**src/rtl/pic_fetch_unit.sv**
```systemverilog
// Instruction-fetch stage: owns the PC, latches ROM words into IR, resolves
// GOTO/CALL/RETURN/RETLW/RETFIE and keeps the hardware return stack.
module pic_fetch_unit #(
  parameter int ADDR_W = 11,
  parameter int INSTR_W = 14,
  parameter int STACK_DEPTH = 8,
  parameter logic [ADDR_W-1:0] RESET_VECTOR = '0
) (
  input  logic               clk,
  input  logic               reset,
  output logic [ADDR_W-1:0]  rom_addr,
  input  logic [INSTR_W-1:0] rom_data,
  input  logic               stall,
  input  logic               skip,
  output logic [INSTR_W-1:0] ir,
  output logic               ir_valid,
  output logic [ADDR_W-1:0]  ir_pc,
  output logic [3:0]         stack_depth,
  output logic               stack_ovf,
  output logic               stack_unf
);

  localparam int PTR_W = (STACK_DEPTH > 1) ? $clog2(STACK_DEPTH) : 1;
  localparam logic [3:0] DEPTH_FULL = 4'(STACK_DEPTH);

  typedef enum logic {FETCH0, RUN} state_t;

  state_t              state, state_next;
  logic [ADDR_W-1:0]   pc, pc_next, pc_inc, stack_top;
  logic [ADDR_W-1:0]   stk [STACK_DEPTH];
  logic [PTR_W-1:0]    ptr;
  logic                push, pop, load, valid_next;
  logic                is_goto, is_call, is_ret;

  function automatic logic dec_goto(input logic [INSTR_W-1:0] w);
    return w[INSTR_W-1 -: 3] == 3'b101;
  endfunction

  function automatic logic dec_call(input logic [INSTR_W-1:0] w);
    return w[INSTR_W-1 -: 3] == 3'b100;
  endfunction

  function automatic logic dec_ret(input logic [INSTR_W-1:0] w);
    return (w == INSTR_W'(14'h0008)) || (w == INSTR_W'(14'h0009)) ||
           (w[INSTR_W-1 -: 4] == 4'b1101);
  endfunction

  assign rom_addr  = pc;
  assign pc_inc    = pc + ADDR_W'(1);
  assign stack_top = stk[ptr - PTR_W'(1)];
  assign is_goto   = dec_goto(ir);
  assign is_call   = dec_call(ir);
  assign is_ret    = dec_ret(ir);

  // Every unstalled edge loads IR; a transfer or skip only marks it a bubble.
  always_comb begin
    state_next = state;
    pc_next    = pc;
    load       = 1'b0;
    valid_next = ir_valid;
    push       = 1'b0;
    pop        = 1'b0;
    if (!stall) begin
      load       = 1'b1;
      valid_next = 1'b1;
      pc_next    = pc_inc;
      case (state)
        FETCH0: state_next = RUN;
        RUN: begin
          if (ir_valid) begin
            if (is_goto) begin
              pc_next    = ir[ADDR_W-1:0];
              valid_next = 1'b0;
            end else if (is_call) begin
              push       = 1'b1;
              pc_next    = ir[ADDR_W-1:0];
              valid_next = 1'b0;
            end else if (is_ret) begin
              pop        = 1'b1;
              pc_next    = (stack_depth == 4'd0) ? RESET_VECTOR : stack_top;
              valid_next = 1'b0;
            end else if (skip) begin
              valid_next = 1'b0;
            end
          end
        end
        default: state_next = FETCH0;
      endcase
    end
  end

  always_ff @(posedge clk or posedge reset) begin
    if (reset) begin
      state       <= FETCH0;
      pc          <= RESET_VECTOR;
      ir          <= '0;
      ir_valid    <= 1'b0;
      ir_pc       <= '0;
      ptr         <= '0;
      stack_depth <= '0;
      stack_ovf   <= 1'b0;
      stack_unf   <= 1'b0;
    end else begin
      state    <= state_next;
      pc       <= pc_next;
      ir_valid <= valid_next;
      if (load) begin
        ir    <= rom_data;
        ir_pc <= pc;
      end
      if (push) begin
        ptr <= ptr + PTR_W'(1);
        if (stack_depth == DEPTH_FULL) stack_ovf <= 1'b1;
        else stack_depth <= stack_depth + 4'd1;
      end
      if (pop) begin
        // Underflow leaves the pointer alone so the stack stays consistent.
        if (stack_depth == 4'd0) begin
          stack_unf <= 1'b1;
        end else begin
          ptr         <= ptr - PTR_W'(1);
          stack_depth <= stack_depth - 4'd1;
        end
      end
    end
  end

  // Stack contents carry no reset; a push that races reset is dropped.
  always_ff @(posedge clk) begin
    if (push && !reset) stk[ptr] <= pc;
  end

endmodule

```
**config.mk**
```make
export PLATFORM = sky130hd
export DESIGN_NAME = pic_fetch_unit
export DESIGN_NICKNAME = d
export VERILOG_FILES = /design/src/rtl/pic_fetch_unit.sv
export SDC_FILE = /design/constraint.sdc
export NUM_CORES = 1
export LEC_CHECK = 0
export BUFFER_PORTS_ARGS = -buffer_cell sky130_fd_sc_hd__buf_2
export CORE_ASPECT_RATIO = 1.25
export CORE_UTILIZATION = 60
export CTS_CLUSTER_DIAMETER = 200
export DETAILED_ROUTE_END_ITERATION = 8
export PLACE_DENSITY = 0.86
export REMOVE_ABC_BUFFERS = 1
export SYNTH_ARGS = -nofsm -noshare
export SYNTH_HDL_FRONTEND = slang
export SYNTH_SLANG_ARGS = --single-unit
```
**constraint.sdc**
```tcl
create_clock -name clk -period 4.2 [get_ports clk]
set_clock_uncertainty 0.1 [all_clocks]
set_input_delay 0.84 -clock clk [delete_from_list [all_inputs] [get_ports clk]]
set_output_delay 0.84 -clock clk [all_outputs]
set_load 0.05 [all_outputs]
```
Yosys cells after proc, flatten, opt, wreduce, memory -nomap -nowiden
Memories as Yosys holds them, arrays and structs flattened.
Index checks and enable logic that the tools add are counted.

word-level totals
  memories = 1
  logic and storage cells = 60
  output and inout bits = 43
  RAM bits = 88
  ROM bits = 0
  input port bits = 18
  flip-flop bits (word level) = 47
  latch bits = 0

operators by class
  bitwise gates (word level) = 0
  div/mod/pow operators = 0
  reduce and logical (&&, ||, !) cells = 7
  eq/ne operators = 6
  add/subtract/negate cells = 5
  muxes and demuxes = 32
  $lt $le $gt $ge = 0
  $mul = 0
  shift operators = 0

memories
  memory  depth  width  read ports  clocked after memory_dff  wr ports  line  source
  stk     8      11     1           0                         1         30    logic [ADDR_W-1:0] stk [STACK_DEPTH];

operators with widths
  cell                     number
  $mux W11                 6
  $eq A14 B4 Y1 const B    2
  $mux W1                  19
  $mux W4                  4
  $add A11 B1 Y11 const B  1
  $mux W3                  3
  $eq A4 B4 Y1 const B     2
  $eq A3 B3 Y1 const B     2
  $add A4 B1 Y4 const B    1
  $logic_not A4 Y1         1
  $reduce_and A2 Y1        2
  $sub A4 B1 Y4 const B    1
  $add A3 B1 Y3 const B    1
  $sub A3 B1 Y3 const B    1
  $logic_or A1 B1 Y1       2
  $logic_and A1 B1 Y1      1
  $logic_not A1 Y1         1

Logic depth before layout (Yosys ltp)
  depth in word-level cells = 10
  mapped depth = 13
  mapped depth without buffers = 7

Worst setup path before layout
Ideal clock, no wire load.

  kind = input to register
  start = input port stall
  end = memory stk[1][0], enable pin
  data arrival time = 2550 ps
  path slack = 1157 ps
  setup time = 393 ps
  stages on the path = 5
  buffers on the path = 1
  data required time = 3707 ps
  cell sequence = or4_1 > clkbuf_1 > nor2_1 > nand2_1 > nor3_1

between the ends
  cells in the longest elaborated chain, start to end = 4

RTL lines
  what                           line  source
  start: declaration             13    input logic stall,
  $mux W1                        63    if (!stall) begin
  $logic_and A1 B1 Y1            130   if (push && !reset) stk[ptr] <= pc;
  $mux W1                        130
  $mux W1 (not written as such)  130
  end: declaration               30

No other way between the ends.

Final worst setup path
  start = register ir[12]
  end = memory stk[3][6], enable pin

between the ends
  cells in the longest elaborated chain, start to end = 9

RTL lines
  what                             line  source
  start: declaration               15    output logic [INSTR_W-1:0] ir,
  start signal: assignment         108   ir <= rom_data;
  $eq A3 B3 Y1                     40    return w[INSTR_W-1 -: 3] == 3'b100;
  $mux W1                          74    end else if (is_call) begin
  $mux W1 *                        71    if (is_goto) begin
  $mux W1 *                        70    if (ir_valid) begin
  $mux W1 *                        67    case (state)
  $mux W1 *                        63
  $logic_and A1 B1 Y1 *            130
  $mux W1 *                        130
  $mux W1 (not written as such) *  130

Mark *: on every way between the ends. The rest lies on a longest branch, timed or not.

==> results.yml <==
floorplanning:
  die-area_mm2: 0.0103
  ioPinCount: 61
  die_y_um: 113
  start_util: 0.620
  core_area_mm2: 0.00961
  die_w_um: 91.2
  core.rowCount: 40
routing:
  drt_iter0_markers: 489
  via_per_inst: 6.68
  drtAntennaViolNets: 0
  dr.pass1.iters: 7
  vias: 4100
  drcViolationCount: 0
  finalWirelength_mm: 14.3
  avgRoutedWirePerCell_um: 23.2
clock_tree:
  clk_path_buf_depth: 2
  cts.sinks: 135
  root_buffer: "clkbuf_16"
  clk_pin_slew_worst_paths_ns: 0.06
  clkLatencyLatePin_ns: 0.42
  numCtsBuffers: 17
  cts_tree: "done"
  cts_setup_buffers: 0
  cts_max_level: 4
  hold_buffers: 0
  cts_resized: 0
flow_run:
  cap_violations: 0
worst_setup_path:
  required_ns: 4.14
  cp-start-kind: "register"
  critPathCaptureType: "register"
  crit_type: "register to register"
  crit_arrival_ns: 3.01
  path_max_fanout: 11
global_route:
  antenna_found_initial: 0
  grt_max_degree: 49
  grt_pass1_vias: 4211
  grt_pass1_wl_mm: 22.6
  overflow: 0
  gr-usage-all-layers: 0.298
power_and_ir_drop:
  peakVddDrop_mv: 0.623
  p_leak_uw: 0.00266
  power_density_mw_per_mm2: 759
cells_and_area:
  drive_above_1_share: 0.307
  fin_util: 0.727
  n_antenna_cell: 0
  syn_to_final_growth_pct: 17.1
  fin_nets: 498
  postLayoutCellArea_mm2: 0.00698
  nFillCells: 582
  finalNonFillerCells: 614
sta:
  finalCriticalPeriod_ns: 3.07
  setup_viol: 0
  timing.fmax_ghz: 0.325
  slew_headroom: 0.261
  rsz0062_at_grt: "no"
  worstMarginPinSlew_ns: 1.10
  timing.final.crit_share: 0.732
  fin_tns_setup_ns: 0
  slew_violations: 0
  hold_viol: 0
synthesis:
  synth-seq-cells: 135
  synth_edf_count: 88
  ys_warn_count: 0
  syn_area_mm2: 0.00596
  ys_types: 61
  syn_inst: 407
  yosysTopAreaCell: "edfxtp_1"
  synthFlopType: "edfxtp_1"
  synth_area_per_cell_um2: 14.6
  synthTopCellsByArea: "edfxtp_1 (44%), dfrtp_1 (20%), mux4_2 (6.4%), mux2_2 (4.3%), nand2_1 (2.7%)"
  async_reset_ff_frac: 0.348
  synth_seq_area_share: 0.641
  synth.top_cell.area_share: 0.443
placement:
  dpl.hpwl_mm: 8.91
  place_congestion: 0.895
  dp.cells: 582
  placed_area_mm2: 0.00637
  io_buffers: 60
outcome:
  status: "complete, no violations"
worst_hold_path:
  hp-class: "register to register"
layout make-up:
type	count	area [µm²]	area share
flip-flops and latches	135	3820	0.547
multi-input cells	245	2010	0.287
clock buffers	17	425	0.0609
repair buffers	68	360	0.0516
clock inverters	15	185	0.0265
well taps	126	158	0.0226
inverters	8	30.0	0.00430
power breakdown:
group	leakage, µW	internal, µW	switching [µW]
clock network	0.000297	983	548
logic	0.00101	602	1190
registers	0.00135	1680	307
total	0.00266	3260	2040
state kept, by name, indices dropped and copies added (netlist names):
| name | flops |
|---|---|
| ir | 14 |
| ir_pc | 11 |
| rom_addr | 11 |
| stack_depth | 4 |
| ptr | 3 |
| stack_ovf | 1 |
| stack_unf | 1 |
| stk | 88 |
| state | 1 |
| ir_valid | 1 |
worst max-delay path, stage by stage (launching register included):
cell and delay, ns:
dfrtp_1 0.43, nand2b_1 0.30, or4_1 0.62, nor2_1 0.22, nand2_1 0.15, nor2_1 0.86
final timing paths:
kind / start / end / slack (ns) / depth (start not counted)
max reg2reg: ir[12]$_DFFE_PP0N_ / stk[3][6]$_DFFE_PP_ / 1.13 / 5
max: ir[12]$_DFFE_PP0N_ / stk[3][6]$_DFFE_PP_ / 1.13 / 5
min: stack_unf$_DFFE_PP0P_ / stack_unf$_DFFE_PP0P_ / 0.36 / 1
min in group asynchronous: reset / ptr[2]$_DFF_PP0_ / 0.56 / 2
max in group asynchronous: reset / ir_pc[5]$_DFFE_PP0N_ / 2.82 / 2
min reg2reg: stack_unf$_DFFE_PP0P_ / stack_unf$_DFFE_PP0P_ / 0.36 / 1
logic make-up (layout without fill, tap and decap cells):
logic type,after synthesis,after routing,share of synthesized area
AO/OA/AOI/OAI,68,68,0.0877
XOR/XNOR,8,8,0.0130
adder cells (fa/ha/maj),5,5,0.0105
buffers and inverters,27,108,0.0229
flip-flops,135,135,0.641
multiplexers,44,44,0.123
AND/OR/NAND/NOR,120,120,0.103
placed cells by master, fill, tap and decap left out, types with 3 or more instances in the layout:
master,n
clkinv_2,5
nand2b_1,5
mux4_1,3
dfrtp_1,47
o21ai_0,5
a221oi_1,4
o211ai_1,9
bufinv_16,4
nand3_1,7
nand2_1,43
edfxtp_1,88
a21oi_1,11
nor4_1,4
mux2_2,23
clkbuf_16,17
buf_2,60
nor3_1,6
a2111oi_0,4
a211oi_1,5
o21a_1,3
or4_1,3
mux4_2,17
xnor2_1,6
inv_1,7
nor2b_1,6
buf_4,8
a22oi_1,4
nor2_1,29
ha_1,5
synthesized netlist by cell type, types with 7 or more instances:
master / n
inv_1: 8
nand3_1: 7
edfxtp_1: 88
a21oi_1: 11
mux2_2: 23
dfrtp_1: 47
o211ai_1: 9
mux4_2: 17
nor2_1: 29
nand2_1: 43
routing by layer:
| metal | track usage | vias up | share of wire |
|---|---|---|---|
| met1 | 0.351 | 1983 | 0.36 |
| met2 | 0.504 | 334 | 0.50 |
| li1 | - | 1717 | - |
| met5 | 0 | - | 0 |
| met4 | 0.150 | 0 | 0.040 |
| met3 | 0.0873 | 66 | 0.098 |
stage by stage:
step / power (µW) / hold slack [ns] / setup slack, ns
2_1_floorplan: 3180 / 0.365 / 0.885
3_3_place_gp: 3650 / 0.338 / 1.05
3_5_place_dp: 3720 / 0.356 / 0.866
4_1_cts: 5280 / 0.369 / 1.15
5_1_grt: 5470 / 0.391 / 0.979
6_report: 5300 / 0.364 / 1.13
No activity file was read; power rests on OpenSTA's default activity.
